File: src/rtl/multicycle_seq_rv32i_pkg.sv
// Shared definitions for the multi-cycle RV32I sequencer: state encodings,
// major opcodes and trap cause codes.
package rv32i_pkg;

    typedef enum logic [2:0] {
        ST_FETCH  = 3'b000,
        ST_DECODE = 3'b001,
        ST_EXEC   = 3'b010,
        ST_MEM    = 3'b011,
        ST_WB     = 3'b100,
        ST_HALT   = 3'b101,
        ST_TRAP   = 3'b110
    } state_t;

    typedef enum logic [1:0] {
        CAUSE_NONE     = 2'b00,
        CAUSE_ILLEGAL  = 2'b01,
        CAUSE_FETCH_TO = 2'b10,
        CAUSE_DATA_TO  = 2'b11
    } cause_t;

    localparam logic [6:0] OP_R      = 7'h33;
    localparam logic [6:0] OP_I      = 7'h13;
    localparam logic [6:0] OP_LOAD   = 7'h03;
    localparam logic [6:0] OP_STORE  = 7'h23;
    localparam logic [6:0] OP_BRANCH = 7'h63;
    localparam logic [6:0] OP_LUI    = 7'h37;
    localparam logic [6:0] OP_AUIPC  = 7'h17;
    localparam logic [6:0] OP_JAL    = 7'h6F;
    localparam logic [6:0] OP_JALR   = 7'h67;
    localparam logic [6:0] OP_SYSTEM = 7'h73;

    // True for opcodes that proceed through EXEC (SYSTEM is handled separately).
    function automatic logic is_legal(input logic [6:0] op);
        case (op)
            OP_R, OP_I, OP_LOAD, OP_STORE, OP_BRANCH,
            OP_LUI, OP_AUIPC, OP_JAL, OP_JALR: is_legal = 1'b1;
            default:                           is_legal = 1'b0;
        endcase
    endfunction

endpackage

File: src/rtl/multicycle_seq_rv32i_if.sv
// Shared single-port memory handshake between the sequencer and memory.
interface multicycle_seq_rv32i_if;
    logic mem_req;
    logic mem_we;
    logic mem_sel;
    logic mem_ready;

    modport master (output mem_req, output mem_we, output mem_sel, input mem_ready);
    modport slave  (input mem_req, input mem_we, input mem_sel, output mem_ready);
endinterface

File: src/rtl/multicycle_seq_rv32i_mem_wdog.sv
// Memory wait watchdog: counts stalled request cycles and flags the last
// allowed cycle so the sequencer can trap if ready still has not arrived.
module mem_wdog #(
    parameter int TIMEOUT = 16
) (
    input  logic clock,
    input  logic nreset,
    input  logic clear,
    input  logic count_en,
    output logic expired
);
    localparam int W = $clog2(TIMEOUT);

    logic [W-1:0] cnt_reg;

    // Wait counter; clear has priority so every state entry starts from zero.
    always_ff @(posedge clock or negedge nreset) begin
        if (!nreset) begin
            cnt_reg <= '0;
        end else if (clear) begin
            cnt_reg <= '0;
        end else if (count_en) begin
            cnt_reg <= cnt_reg + 1'b1;
        end
    end

    assign expired = (cnt_reg == W'(TIMEOUT - 1));
endmodule

File: src/rtl/multicycle_seq_rv32i.sv
// Multi-cycle RV32I sequencer: FETCH/DECODE/EXEC/MEM/WB stepping over a
// shared memory port, with gated write strobes, HALT and sticky TRAP.
module multicycle_seq_rv32i
    import rv32i_pkg::*;
#(
    parameter int TIMEOUT = 16,
    parameter int CNT_W   = 32
) (
    input  logic                    clock,
    input  logic                    nreset,
    input  logic [6:0]              opcode,
    input  logic                    cu_rdwrite,
    input  logic                    cu_store,
    input  logic                    resume,
    multicycle_seq_rv32i_if.master  mem,
    output logic                    ir_we,
    output logic                    pc_we,
    output logic                    rf_we,
    output logic                    halted,
    output logic                    trap,
    output logic [1:0]              trap_cause,
    output logic [CNT_W-1:0]        instret,
    output logic [2:0]              state_o
);
    state_t           state_reg, state_next;
    cause_t           cause_reg, cause_next;
    logic [CNT_W-1:0] instret_reg;
    logic             wd_clear, wd_count_en, wd_expired;
    logic             req_next, we_next, sel_next;

    mem_wdog #(.TIMEOUT(TIMEOUT)) u_wdog (
        .clock    (clock),
        .nreset   (nreset),
        .clear    (wd_clear),
        .count_en (wd_count_en),
        .expired  (wd_expired)
    );

    // State, trap cause and retired-instruction counter registers.
    always_ff @(posedge clock or negedge nreset) begin
        if (!nreset) begin
            state_reg   <= ST_FETCH;
            cause_reg   <= CAUSE_NONE;
            instret_reg <= '0;
        end else begin
            state_reg <= state_next;
            cause_reg <= cause_next;
            if (state_reg == ST_WB) begin
                instret_reg <= instret_reg + 1'b1;
            end
        end
    end

    // Next-state and strobe decode; ready beats a same-cycle timeout.
    always_comb begin
        state_next  = state_reg;
        cause_next  = cause_reg;
        req_next    = 1'b0;
        we_next     = 1'b0;
        sel_next    = 1'b0;
        ir_we       = 1'b0;
        pc_we       = 1'b0;
        rf_we       = 1'b0;
        halted      = 1'b0;
        trap        = 1'b0;
        wd_count_en = 1'b0;
        case (state_reg)
            ST_FETCH: begin
                req_next    = 1'b1;
                ir_we       = mem.mem_ready & nreset;
                wd_count_en = ~mem.mem_ready;
                if (mem.mem_ready) begin
                    state_next = ST_DECODE;
                end else if (wd_expired) begin
                    state_next = ST_TRAP;
                    cause_next = CAUSE_FETCH_TO;
                end
            end
            ST_DECODE: begin
                if (opcode == OP_SYSTEM) begin
                    state_next = ST_HALT;
                end else if (is_legal(opcode)) begin
                    state_next = ST_EXEC;
                end else begin
                    state_next = ST_TRAP;
                    cause_next = CAUSE_ILLEGAL;
                end
            end
            ST_EXEC: begin
                state_next = (opcode == OP_LOAD || opcode == OP_STORE) ? ST_MEM : ST_WB;
            end
            ST_MEM: begin
                req_next    = 1'b1;
                sel_next    = 1'b1;
                we_next     = cu_store;
                wd_count_en = ~mem.mem_ready;
                if (mem.mem_ready) begin
                    state_next = ST_WB;
                end else if (wd_expired) begin
                    state_next = ST_TRAP;
                    cause_next = CAUSE_DATA_TO;
                end
            end
            ST_WB: begin
                rf_we      = cu_rdwrite;
                pc_we      = 1'b1;
                state_next = ST_FETCH;
            end
            ST_HALT: begin
                halted = 1'b1;
                if (resume) begin
                    state_next = ST_WB;
                end
            end
            ST_TRAP: begin
                trap = 1'b1;
            end
            default: begin
                state_next = ST_FETCH;
            end
        endcase
        wd_clear = (state_next != state_reg);
    end

    assign mem.mem_req = req_next;
    assign mem.mem_we  = we_next;
    assign mem.mem_sel = sel_next;
    assign trap_cause  = cause_reg;
    assign instret     = instret_reg;
    assign state_o     = state_reg;
endmodule

File: src/flat_wrapper.sv
// flat-port wrapper written by rule: the top's interface ports become plain ports
module multicycle_seq_rv32i_flat import rv32i_pkg::*;
#(
    parameter int TIMEOUT = 16,
    parameter int CNT_W   = 32
)
  (clock, nreset, opcode, cu_rdwrite, cu_store, resume, ir_we, pc_we, rf_we, halted, trap, trap_cause, instret, state_o, mem_mem_req, mem_mem_we, mem_mem_sel, mem_mem_ready);
  multicycle_seq_rv32i_if mem_i ();
  input  logic clock;
  input  logic nreset;
  input  logic [6:0] opcode;
  input  logic cu_rdwrite;
  input  logic cu_store;
  input  logic resume;
  output logic ir_we;
  output logic pc_we;
  output logic rf_we;
  output logic halted;
  output logic trap;
  output logic [1:0] trap_cause;
  output logic [CNT_W-1:0] instret;
  output logic [2:0] state_o;
  output wire logic [$bits(mem_i.mem_req)-1:0] mem_mem_req;
  output wire logic [$bits(mem_i.mem_we)-1:0] mem_mem_we;
  output wire logic [$bits(mem_i.mem_sel)-1:0] mem_mem_sel;
  input wire logic [$bits(mem_i.mem_ready)-1:0] mem_mem_ready;
  assign mem_mem_req = mem_i.mem_req;
  assign mem_mem_we = mem_i.mem_we;
  assign mem_mem_sel = mem_i.mem_sel;
  assign mem_i.mem_ready = mem_mem_ready;
  multicycle_seq_rv32i #(.TIMEOUT(TIMEOUT), .CNT_W(CNT_W)) u_core (.clock(clock), .nreset(nreset), .opcode(opcode), .cu_rdwrite(cu_rdwrite), .cu_store(cu_store), .resume(resume), .mem(mem_i), .ir_we(ir_we), .pc_we(pc_we), .rf_we(rf_we), .halted(halted), .trap(trap), .trap_cause(trap_cause), .instret(instret), .state_o(state_o));
endmodule
File: config.mk
export PLATFORM = sky130hd
export DESIGN_NAME = multicycle_seq_rv32i_flat
export DESIGN_NICKNAME = d
export VERILOG_FILES = /design/src/rtl/multicycle_seq_rv32i_pkg.sv /design/src/rtl/multicycle_seq_rv32i_if.sv /design/src/rtl/multicycle_seq_rv32i_mem_wdog.sv /design/src/rtl/multicycle_seq_rv32i.sv /design/src/flat_wrapper.sv
export SDC_FILE = /design/constraint.sdc
export NUM_CORES = 1
export LEC_CHECK = 0
export ABC_AREA = 0
export CAP_MARGIN = 25
export CORE_MARGIN = 3
export CORE_UTILIZATION = 50
export CTS_CLUSTER_DIAMETER = 30
export DETAILED_ROUTE_END_ITERATION = 10
export DONT_BUFFER_PORTS = 1
export RECOVER_POWER = 25
export REMOVE_ABC_BUFFERS = 1
export SYNTH_ARGS = -nofsm -noshare
export SYNTH_HDL_FRONTEND = slang
export SYNTH_HIERARCHICAL = 1
export SYNTH_SLANG_ARGS = --single-unit
File: constraint.sdc
create_clock -name clock -period 2.11 [get_ports clock]
set_input_delay 0.422 -clock clock [delete_from_list [all_inputs] [get_ports clock]]
set_output_delay 0.422 -clock clock [all_outputs]
set_load 0.03 [all_outputs]
==> results of run 1 <==
-- cell type report --
class	instances	area (µm²)	area share, %
repair buffers	33	247.7	10.04
multi-input cells	154	1018	41.28
clock buffers	5	68.82	2.789
flip-flops and latches	41	1026	41.58
clock inverters	2	35.03	1.420
well taps	48	60.06	2.434
inverters	3	11.26	0.4564
-- through the flow --
step	TNS, ns	hold slack [ns]	util, %
2_1_floorplan	-1.900	0.1264	-
6_report	0	0.3079	64.49
4_1_cts	0	0.3069	64.88
3_5_place_dp	0	0.1278	61.38
5_1_grt	0	0.3218	64.49
3_3_place_gp	0	0.1274	61.38
-- placed cells by master (no fill, tap or decap), types with 2 or more instances in the layout --
cell type | Yosys | layout
dfrtp_1 | 41 | 41
buf_4 | 0 | 31
nand2_1 | 26 | 26
xnor2_1 | 25 | 25
nor2_1 | 15 | 15
nand3_1 | 12 | 12
nand4_1 | 10 | 10
xor2_1 | 8 | 8
nor3_1 | 7 | 7
and3_1 | 7 | 7
o21ai_0 | 6 | 6
clkbuf_8 | 0 | 5
a21oi_1 | 5 | 5
inv_1 | 3 | 3
nand2b_1 | 3 | 3
nor2b_1 | 3 | 3
mux2i_1 | 3 | 3
o22ai_1 | 2 | 2
and2_1 | 2 | 2
nor3_4 | 2 | 2
ha_1 | 2 | 2
-- cell usage after synthesis, types with 2 or more instances --
cell / number
dfrtp_1: 41
nand2_1: 26
xnor2_1: 25
nor2_1: 15
nand3_1: 12
nand4_1: 10
xor2_1: 8
and3_1: 7
nor3_1: 7
o21ai_0: 6
a21oi_1: 5
clkbuf_1: 3
inv_1: 3
mux2i_1: 3
nand2b_1: 3
nor2b_1: 3
and2_1: 2
ha_1: 2
nor3_4: 2
o22ai_1: 2
-- cell families after synthesis --
kind of cell    count (synthesis)  synth area share (%)
buf+inv                         8                 1.506
mux                             5                 2.712
simple gates                   97                 26.16
fa+ha+maj                       2                 1.205
flops                          41                 49.43
compound gates                 17                 5.063
xor+xnor                       33                 13.92
-- timing repair --
item	in CTS	in global routing
buffers inserted	0	0
hold endpoints to repair	41	0
resized for setup	0	0
hold buffers	2	0
-- power by group through the flow --
stage	combinational, mW	clock, mW	sequential (mW)
floorplan	0.498	0	1.25
global placement	1.08	0	0.995
detailed placement	1.11	0	1.00
CTS	1.14	0.614	0.989
global route	1.23	0.658	1.00
finish	1.13	0.598	0.989
-- how the worst min path moves through the flow --
stage | endpoint | cells past startpoint | slack [ns]
final | u_core/trap_cause[1]$_DFFE_PN0P_ | 3 | 0.31
after CTS | u_core/trap_cause[1]$_DFFE_PN0P_ | 3 | 0.31
after floorplan | u_core/instret[0]$_DFFE_PN0P_ | 0 | 0.13
after global placement | u_core/instret[15]$_DFFE_PN0P_ | 0 | 0.13
after global routing | u_core/trap_cause[1]$_DFFE_PN0P_ | 3 | 0.32
after detailed placement | u_core/instret[14]$_DFFE_PN0P_ | 0 | 0.13
-- layer usage --
metal / share of wire [%] / up-vias / GRT usage (%)
li1: - / 772 / -
met1: 41 / 781 / 23.23
met2: 51 / 55 / 34.10
met3: 7.2 / 2 / 7.338
met4: 0.42 / 0 / 3.191
met5: 0 / - / 0
-- worst min-delay path, stage by stage --
cell and delay (ns):
nor2_1 0.02, nand2_1 0.06, o2bb2ai_1 0.05
==> flow_summary.yaml, run 1 <==
status:
  run_status: "completed"
sta:
  final.period_utilization_pct: 94.93
  report.final.setup_viol: 0
  max_slew.worst_pin.slew_ns: 1.003
  report.final.slew_viol_count: 0
  max_slew_margin_pct: 33.15
  finClkSkew_ns: 0.004625
  final.min_clock_period_ns: 2.003
  grt_setup_unrepaired: "false"
  setup_slack_ns: 0.1071
  total_count_of_hold_check_failures_in_the_final_report: 0
  timing.fmax_mhz: 499.3
cells_and_area:
  drive_above_1_share_pct: 19.75
  nNetsFinal: 253
  area.growth.synth_to_final_pct: 18.87
  n_antenna_cell: 0
  largest_reg_flops: 32
  n_fill_cell: 315
  post_layout_nonfiller_instances: 286
  stdcell_area_um2: 2467
setup_path:
  cpPeakStageDelay_ns: 0.39
  timing.setup.critical_path_class: "reg -> out"
  ff2ff_setup_slack_ns: 0.26
  worst-r2r-cell-count: 8
  critical_path_peak_fanout: 17
  worstSetupStartpointType: "register"
  critical_path.top_delay_family: "simple AND/OR/NAND/NOR gates"
  timing.critical_path.buf_inv: 1
  cp.depth: 3
  critical_path.reg2reg.startpoint: "u_core/u_wdog/cnt_reg[0]$_DFFE_PN0P_"
  worst_r2r_endpoint: "u_core/u_wdog/cnt_reg[3]$_DFFE_PN0P_"
  slowest_stage_cell_crit_path: "dfrtp_1"
  cp_data_required_time_ns: 1.69
  series_of_cell_instances_along_the_critical_path: "buf_4 -> nor2b_1 -> and3_1"
  critPathArrivalTime_ns: 1.58
  cp-endpoint: "mem_mem_we"
  critical_path.endpoint_type: "output pin"
  setup.worst_path.start: "u_core/state_o[1]$_DFF_PN0_"
power_and_ir_drop:
  finalPower_mw: 2.716
  pwr-share-clk_pct: 22.0
  comb_power_share_pct: 41.6
  areal_power_density_over_the_cells_nw_per_um2: 1101
  leakagePower_nw: 1.158
  p_sw_share_pct: 39.96
  power.internal_mw: 1.631
  share_seq_of_total_power_pct: 36.4
  power_switching_mw: 1.085
  ir_drop_v: 0.0008004
synthesis:
  netlist_instances: 203
  synth-async-reset-ratio_pct: 100.0
  yosysUniqueCellTypes: 38
  post_synth_edffs: 0
  yosysWarnings: 6
  ys.flop_type: "dfrtp_1"
  synth.cell_area_um2: 2076
  ys_top_cells_by_area: "dfrtp_1, xnor2_1, nand2_1"
  synthesis.area_per_instance_um2: 10.23
  synth.largest_area_cell: "dfrtp_1"
  synth_largest_type_area_fraction_pct: 49.43
  yosys_register_bits: 41
  seq_area_frac_synth_pct: 49.43
routing:
  drc: 0
  drt_wl_total_um: 4508
  vias_per_cell: 5.629
  route.vias.total: 1610
  first_iter_violations: 73
  routed_wire_length_per_instance_um: 15.76
  tritonroute_pass_1_iters: 4
  route.antenna.remaining_nets: 0
job:
  timing.max_cap.violations: 0
grt:
  grt_pass1_vias: 1630
  global_route_usage_over_all_layers_pct: 19.57
  grt_max_degree: 42
  grt_pass1_wl_um: 7817
  grt.overflow.total: 0
  initial_antenna_violation_count: 0
worst_hold_path:
  timing.hold.worst.class: "in -> reg"
  worst_hold_start: "mem_mem_ready"
clocking:
  htree_levels: 2
  clk_pin_slew_ns: 0.07
  cts.sink_count: 41
  cts-root-buf: "clkbuf_8"
  tritoncts_clock_tree: "built"
  clk_latency_ns: 0.28
  cts_buffer_depth: 2
  numCtsBuffers: 5
place:
  post_dp_cell_area_um2: 2349
  dp.final_hpwl_um: 3357
  placedCellCount: 277
  post-place-ws_ns: 0.2742
  gp_routability_congestion: 0.8496
  buffer_ports.inserted: 0
floorplanning:
  fp.dieW_um: 70.43
  start_util_pct: 54.25
  core_region_area_um2: 3826
  fp.dieH_um: 70.43
  num_io_pins: 58
  rows: 22
  design.die.area_um2: 4960
No activity file was read; power rests on OpenSTA's default activity.
==> inputs of run 2 (changes only) <==
==> constraint.sdc (replaced) <==
create_clock -name clock -period 2.2 [get_ports clock]
set_input_delay 0.44 -clock clock [delete_from_list [all_inputs] [get_ports clock]]
set_output_delay 0.44 -clock clock [all_outputs]
set_load 0.03 [all_outputs]
==> run 2 against run 1 <==
  * Sequential power fell by 4.1%
  * Sequential share of layout area up 0.063 points
  * Wire length decreased by 1.2%
  * Non-clock buffer count down 2
  * Via count fell by 0.99%
  * First-iteration DRC count shrank 4.1%
  * Design area shrank 0.15%
  * Die area unchanged
  * Register-to-register slack better by 0.12 ns
  * Core utilization decreased by 0.098 points
  * Final cell count is 0.35% lower
  * Worst setup slack gained 0.088 ns
  * Critical path type unchanged
  * Critical endpoint is now rf_we
==> flow_summary.yaml, run 2 (synthesis gave the netlist of run 1 again) <==
status:
  run_status: "completed"
floorplanning:
  rows: 22
  num_io_pins: 58
  fp.dieW_um: 70.43
  core_region_area_um2: 3826
  start_util_pct: 54.25
  fp.dieH_um: 70.43
  design.die.area_um2: 4960
clocking:
  cts-root-buf: "clkbuf_8"
  cts_buffer_depth: 2
  clk_pin_slew_ns: 0.08
  clk_latency_ns: 0.29
  numCtsBuffers: 5
  cts.sink_count: 41
  cts_setup_buffers: 0
  cts-resized-gates: 0
  tritoncts_clock_tree: "built"
  htree_levels: 2
  post_cts_hold_buffer_count: 2
routing:
  drt_wl_total_um: 4455
  route.antenna.remaining_nets: 0
  drc: 0
  tritonroute_pass_1_iters: 4
  routed_wire_length_per_instance_um: 15.63
  route.vias.total: 1594
  vias_per_cell: 5.593
  first_iter_violations: 70
place:
  gp_routability_congestion: 0.7603
  buffer_ports.inserted: 0
  post_dp_cell_area_um2: 2333
  dp.final_hpwl_um: 3289
  post-place-ws_ns: 0.3855
  placedCellCount: 275
setup_path:
  timing.critical_path.buf_inv: 2
  cpPeakStageDelay_ns: 0.41
  series_of_cell_instances_along_the_critical_path: "nor3b_4 -> buf_4 -> and2_1 -> buf_4"
  critical_path.top_delay_family: "simple AND/OR/NAND/NOR gates"
  critPathArrivalTime_ns: 1.56
  worstSetupStartpointType: "register"
  critical_path_peak_fanout: 7
  slowest_stage_cell_crit_path: "dfrtp_1"
  path_common_cell: "buf_4"
  cp_data_required_time_ns: 1.76
  critical_path.endpoint_type: "output pin"
  timing.setup.critical_path_class: "reg -> out"
cells_and_area:
  most-common-layout-cells: "dfrtp_1, buf_4, nand2_1"
  drive_above_1_share_pct: 19.41
  most_frequent_standard_cell_in_the_layout_excluding_fill_and_tap_cells: "dfrtp_1"
  utilization_pct: 64.39
  largest_reg_flops: 32
  area.growth.synth_to_final_pct: 18.69
  nNetsFinal: 251
  n_antenna_cell: 0
  stdcell_area_um2: 2464
  post_layout_nonfiller_instances: 285
power_and_ir_drop:
  ir_drop_v: 0.0006824
  areal_power_density_over_the_cells_nw_per_um2: 1065
  finalPower_mw: 2.623
  leakagePower_nw: 1.148
grt:
  grt_pass1_vias: 1676
  global_route_usage_over_all_layers_pct: 19.05
  grt_pass1_wl_um: 7645
  grt_max_degree: 42
  grt.overflow.total: 0
  initial_antenna_violation_count: 0
sta:
  final.min_clock_period_ns: 2.005
  finClkSkew_ns: 0.007848
  report.final.slew_viol_count: 0
  final.period_utilization_pct: 91.11
  setup_tns_ns: 0
  hold_slack_ns: 0.3279
  max_slew_margin_pct: 33.22
  timing.fmax_mhz: 498.9
  grt_setup_unrepaired: "false"
  setup_slack_ns: 0.1955
  max_slew.worst_pin.slew_ns: 1.002
  report.final.setup_viol: 0
  total_count_of_hold_check_failures_in_the_final_report: 0
worst_hold_path:
  timing.hold.worst.class: "in -> reg"
job:
  timing.max_cap.violations: 0
==> run 2: report_power, final <==
| group | internal, mW | switching [mW] | leakage, nW |
|---|---|---|---|
| clock | 0.339 | 0.263 | 0.0543 |
| sequential | 0.850 | 0.0984 | 0.559 |
| combinational | 0.384 | 0.689 | 0.534 |
==> run 2: final cells by class <==
class | instances | area (µm²)
fill | 295 | 1363
timing repair buffer | 31 | 232.7
clock inverter | 3 | 46.29
clock buffer | 5 | 68.82
inverter | 3 | 11.26
sequential | 41 | 1026
tap | 48 | 60.06
multi-input combinational | 154 | 1018
==> run 2: path summary, 6_finish.rpt <==
path,depth (start not counted),startpoint,slack [ns],endpoint
setup / recovery,4,u_core/state_o[0]$_DFF_PN0_,0.20,rf_we
hold / removal,3,mem_mem_ready,0.33,u_core/trap_cause[1]$_DFFE_PN0P_
setup reg to reg,8,u_core/u_wdog/cnt_reg[0]$_DFFE_PN0P_,0.38,u_core/u_wdog/cnt_reg[3]$_DFFE_PN0P_
hold reg to reg,2,u_core/u_wdog/cnt_reg[1]$_DFFE_PN0P_,0.59,u_core/u_wdog/cnt_reg[1]$_DFFE_PN0P_
max in group asynchronous,2,nreset,0.72,u_core/instret[19]$_DFFE_PN0P_
min in group asynchronous,2,nreset,0.86,u_core/instret[24]$_DFFE_PN0P_
==> run 2: layer usage <==
layer  GRT usage [%]  share of wire (%)  vias to the layer above
li1                -                  -                      776
met1           22.84                 42                      762
met2           31.60                 50                       49
met3           6.187                6.6                        7
met4           7.234                1.3                        0
met5               0                  0                        -
==> run 2: worst min-delay path, stage by stage <==
cell and delay (ns):
nor2_1 0.02, nand2_1 0.05, o2bb2ai_1 0.06
==> inputs of run 3 (changes only) <==
--- a/config.mk
+++ b/config.mk
@@ -5,13 +5,13 @@
 export SDC_FILE = /design/constraint.sdc
 export NUM_CORES = 1
 export LEC_CHECK = 0
-export ABC_AREA = 0
 export CAP_MARGIN = 25
 export CORE_MARGIN = 3
 export CORE_UTILIZATION = 50
 export CTS_CLUSTER_DIAMETER = 30
 export DETAILED_ROUTE_END_ITERATION = 10
 export DONT_BUFFER_PORTS = 1
+export PLACE_DENSITY = 0.68
 export RECOVER_POWER = 25
 export REMOVE_ABC_BUFFERS = 1
 export SYNTH_ARGS = -nofsm -noshare
==> constraint.sdc (replaced) <==
create_clock -name clock -period 1.6 [get_ports clock]
set_input_delay 0.32 -clock clock [delete_from_list [all_inputs] [get_ports clock]]
set_output_delay 0.32 -clock clock [all_outputs]
set_load 0.03 [all_outputs]
==> run 3 against run 2 <==
  * The run now ends with negative setup slack left
  * Flip-flop and latch count stayed put
  * Total power increased by 74%
  * Non-clock buffer count up 54
  * Clock skew decreased by 0.0020 ns
  * Global-route usage increased by 4.4 points
  * Die area unchanged
  * Sequential share of layout area decreased by 9.2 points
  * Critical path type is now reg -> reg
  * Largest cell class is now multi-input combinational cells
  * Largest power group unchanged
==> flow_summary.yaml, run 3 (synthesis gave the netlist of run 1 again) <==
status:
  run_status: "finished, violations left"
  failed_checks: "negative setup slack"
floorplanning:
  fp.dieH_um: 70.43
  num_io_pins: 58
  rows: 22
  start_util_pct: 54.25
  fp.dieW_um: 70.43
  core_region_area_um2: 3826
  design.die.area_um2: 4960
cells_and_area:
  nNetsFinal: 305
  utilization_pct: 82.64
  n_antenna_cell: 0
  layout.area.seq_um2: 1027
  post_layout_nonfiller_instances: 339
  n_fill_cell: 217
  most-common-layout-cells: "buf_4, dfrtp_1, xnor2_1"
  most_frequent_standard_cell_in_the_layout_excluding_fill_and_tap_cells: "buf_4"
  stdcell_area_um2: 3162
  drive_above_1_share_pct: 47.08
  largest_reg_flops: 32
  combined_area_of_the_multi_input_logic_cells_um2: 1237
  area.growth.synth_to_final_pct: 52.32
setup_path:
  cpPeakStageDelay_ns: 0.59
  timing.critical_path.buf_inv: 0
  cp_data_required_time_ns: 1.78
  slowest_stage_cell_crit_path: "or4_4"
  worstSetupStartpointType: "register"
  critical_path.endpoint_type: "register"
  critPathArrivalTime_ns: 2.05
  critical_path.top_delay_family: "simple AND/OR/NAND/NOR gates"
  timing.setup.critical_path_class: "reg -> reg"
  critical_path_peak_fanout: 7
  series_of_cell_instances_along_the_critical_path: "nand2_2 -> or4_4 -> nor3_4 -> nand4_1 -> xnor2_1"
sta:
  max_slew.worst_pin.slew_ns: 1.018
  final.period_utilization_pct: 116.8
  total_count_of_hold_check_failures_in_the_final_report: 0
  report.final.setup_viol: 31
  grt_setup_unrepaired: "true"
  setup_tns_ns: -4.771
  max_slew_margin_pct: 32.17
  finClkSkew_ns: 0.005890
  report.final.slew_viol_count: 0
  timing.fmax_mhz: 535.3
  final.min_clock_period_ns: 1.868
  setup_slack_ns: -0.2683
routing:
  vias_per_cell: 5.903
  first_iter_violations: 170
  routed_wire_length_per_instance_um: 20.01
  drt_wl_total_um: 6783
  route.vias.total: 2001
  tritonroute_pass_1_iters: 5
  drc: 0
  route.antenna.remaining_nets: 0
clocking:
  cts_buffer_depth: 2
  cts-root-buf: "clkbuf_8"
  clk_pin_slew_ns: 0.08
  clk_latency_ns: 0.31
  tritoncts_clock_tree: "built"
  numCtsBuffers: 5
  htree_levels: 2
  cts.sink_count: 41
place:
  post_dp_cell_area_um2: 2559
  buffer_ports.inserted: 0
  gp_routability_congestion: 0.9023
  dp.final_hpwl_um: 3856
  placedCellCount: 305
grt:
  initial_antenna_violation_count: 0
  grt.overflow.total: 0
  grt_pass1_vias: 1894
  global_route_usage_over_all_layers_pct: 23.41
  grt_max_degree: 42
  grt_pass1_wl_um: 9218
power_and_ir_drop:
  ir_drop_v: 0.001366
  areal_power_density_over_the_cells_nw_per_um2: 1446
  leakagePower_nw: 1.509
job:
  timing.max_cap.violations: 0
worst_hold_path:
  timing.hold.worst.class: "in -> reg"
run 3: worst min-delay path, stage by stage:
cell and delay, ns:
nor2_1 0.03, nand2_1 0.06, o2bb2ai_1 0.05
run 3: worst paths after layout:
path	cells past startpoint	startpoint	slack, ns	end
max	5	u_core/instret[7]$_DFFE_PN0P_	-0.27	u_core/instret[31]$_DFFE_PN0P_
min	3	mem_mem_ready	0.19	u_core/trap_cause[1]$_DFFE_PN0P_
max reg2reg	5	u_core/instret[7]$_DFFE_PN0P_	-0.27	u_core/instret[31]$_DFFE_PN0P_
min reg2reg	2	u_core/instret[27]$_DFFE_PN0P_	0.64	u_core/instret[27]$_DFFE_PN0P_
max in group asynchronous	2	nreset	0.18	u_core/state_o[1]$_DFF_PN0_
min in group asynchronous	2	nreset	0.73	u_core/instret[3]$_DFFE_PN0P_
run 3: cell type report:
cell class,instances,area share [%]
Clock inverter,1,0.9497
Tap cell,48,1.899
Inverter,3,0.4353
Clock buffer,7,2.731
Multi-Input combinational cell,154,39.14
Timing Repair Buffer,85,22.36
Sequential cell,41,32.49
run 3: what timing repair did:
| action | CTS | global route |
|---|---|---|
| gates cloned | 0 | 1 |
| buffers inserted | 5 | 18 |
| hold buffers | 2 | 0 |
| hold endpoints to repair | 41 | 0 |
| pin swaps | 16 | 29 |
| resized for setup | 22 | 53 |
| setup endpoints to repair | 35 | 38 |
run 3: routing by layer:
metal | global-route usage [%] | part of all wire [%] | up-vias
li1 | - | - | 882
met1 | 27.93 | 37 | 1008
met2 | 38.57 | 54 | 97
met3 | 6.763 | 6.7 | 14
met4 | 11.06 | 2.2 | 0
met5 | 0 | 0 | -
run 3: where the power goes:
part	switching [mW]	leakage [nW]	internal, mW
clock network	0.382	0.0585	0.509
logic	1.31	0.892	1.04
registers	0.161	0.558	1.17
run 3: metrics by stage:
stage,setup WS (ns),power [mW],hold WS [ns]
3_3_place_gp,-0.1138,2.910,0.02533
5_1_grt,-0.3344,4.776,0.2085
6_report,-0.2683,4.573,0.1861
3_5_place_dp,-0.2326,2.997,0.02565
4_1_cts,-0.2189,4.011,0.1785
2_1_floorplan,-0.7272,2.303,0.02441
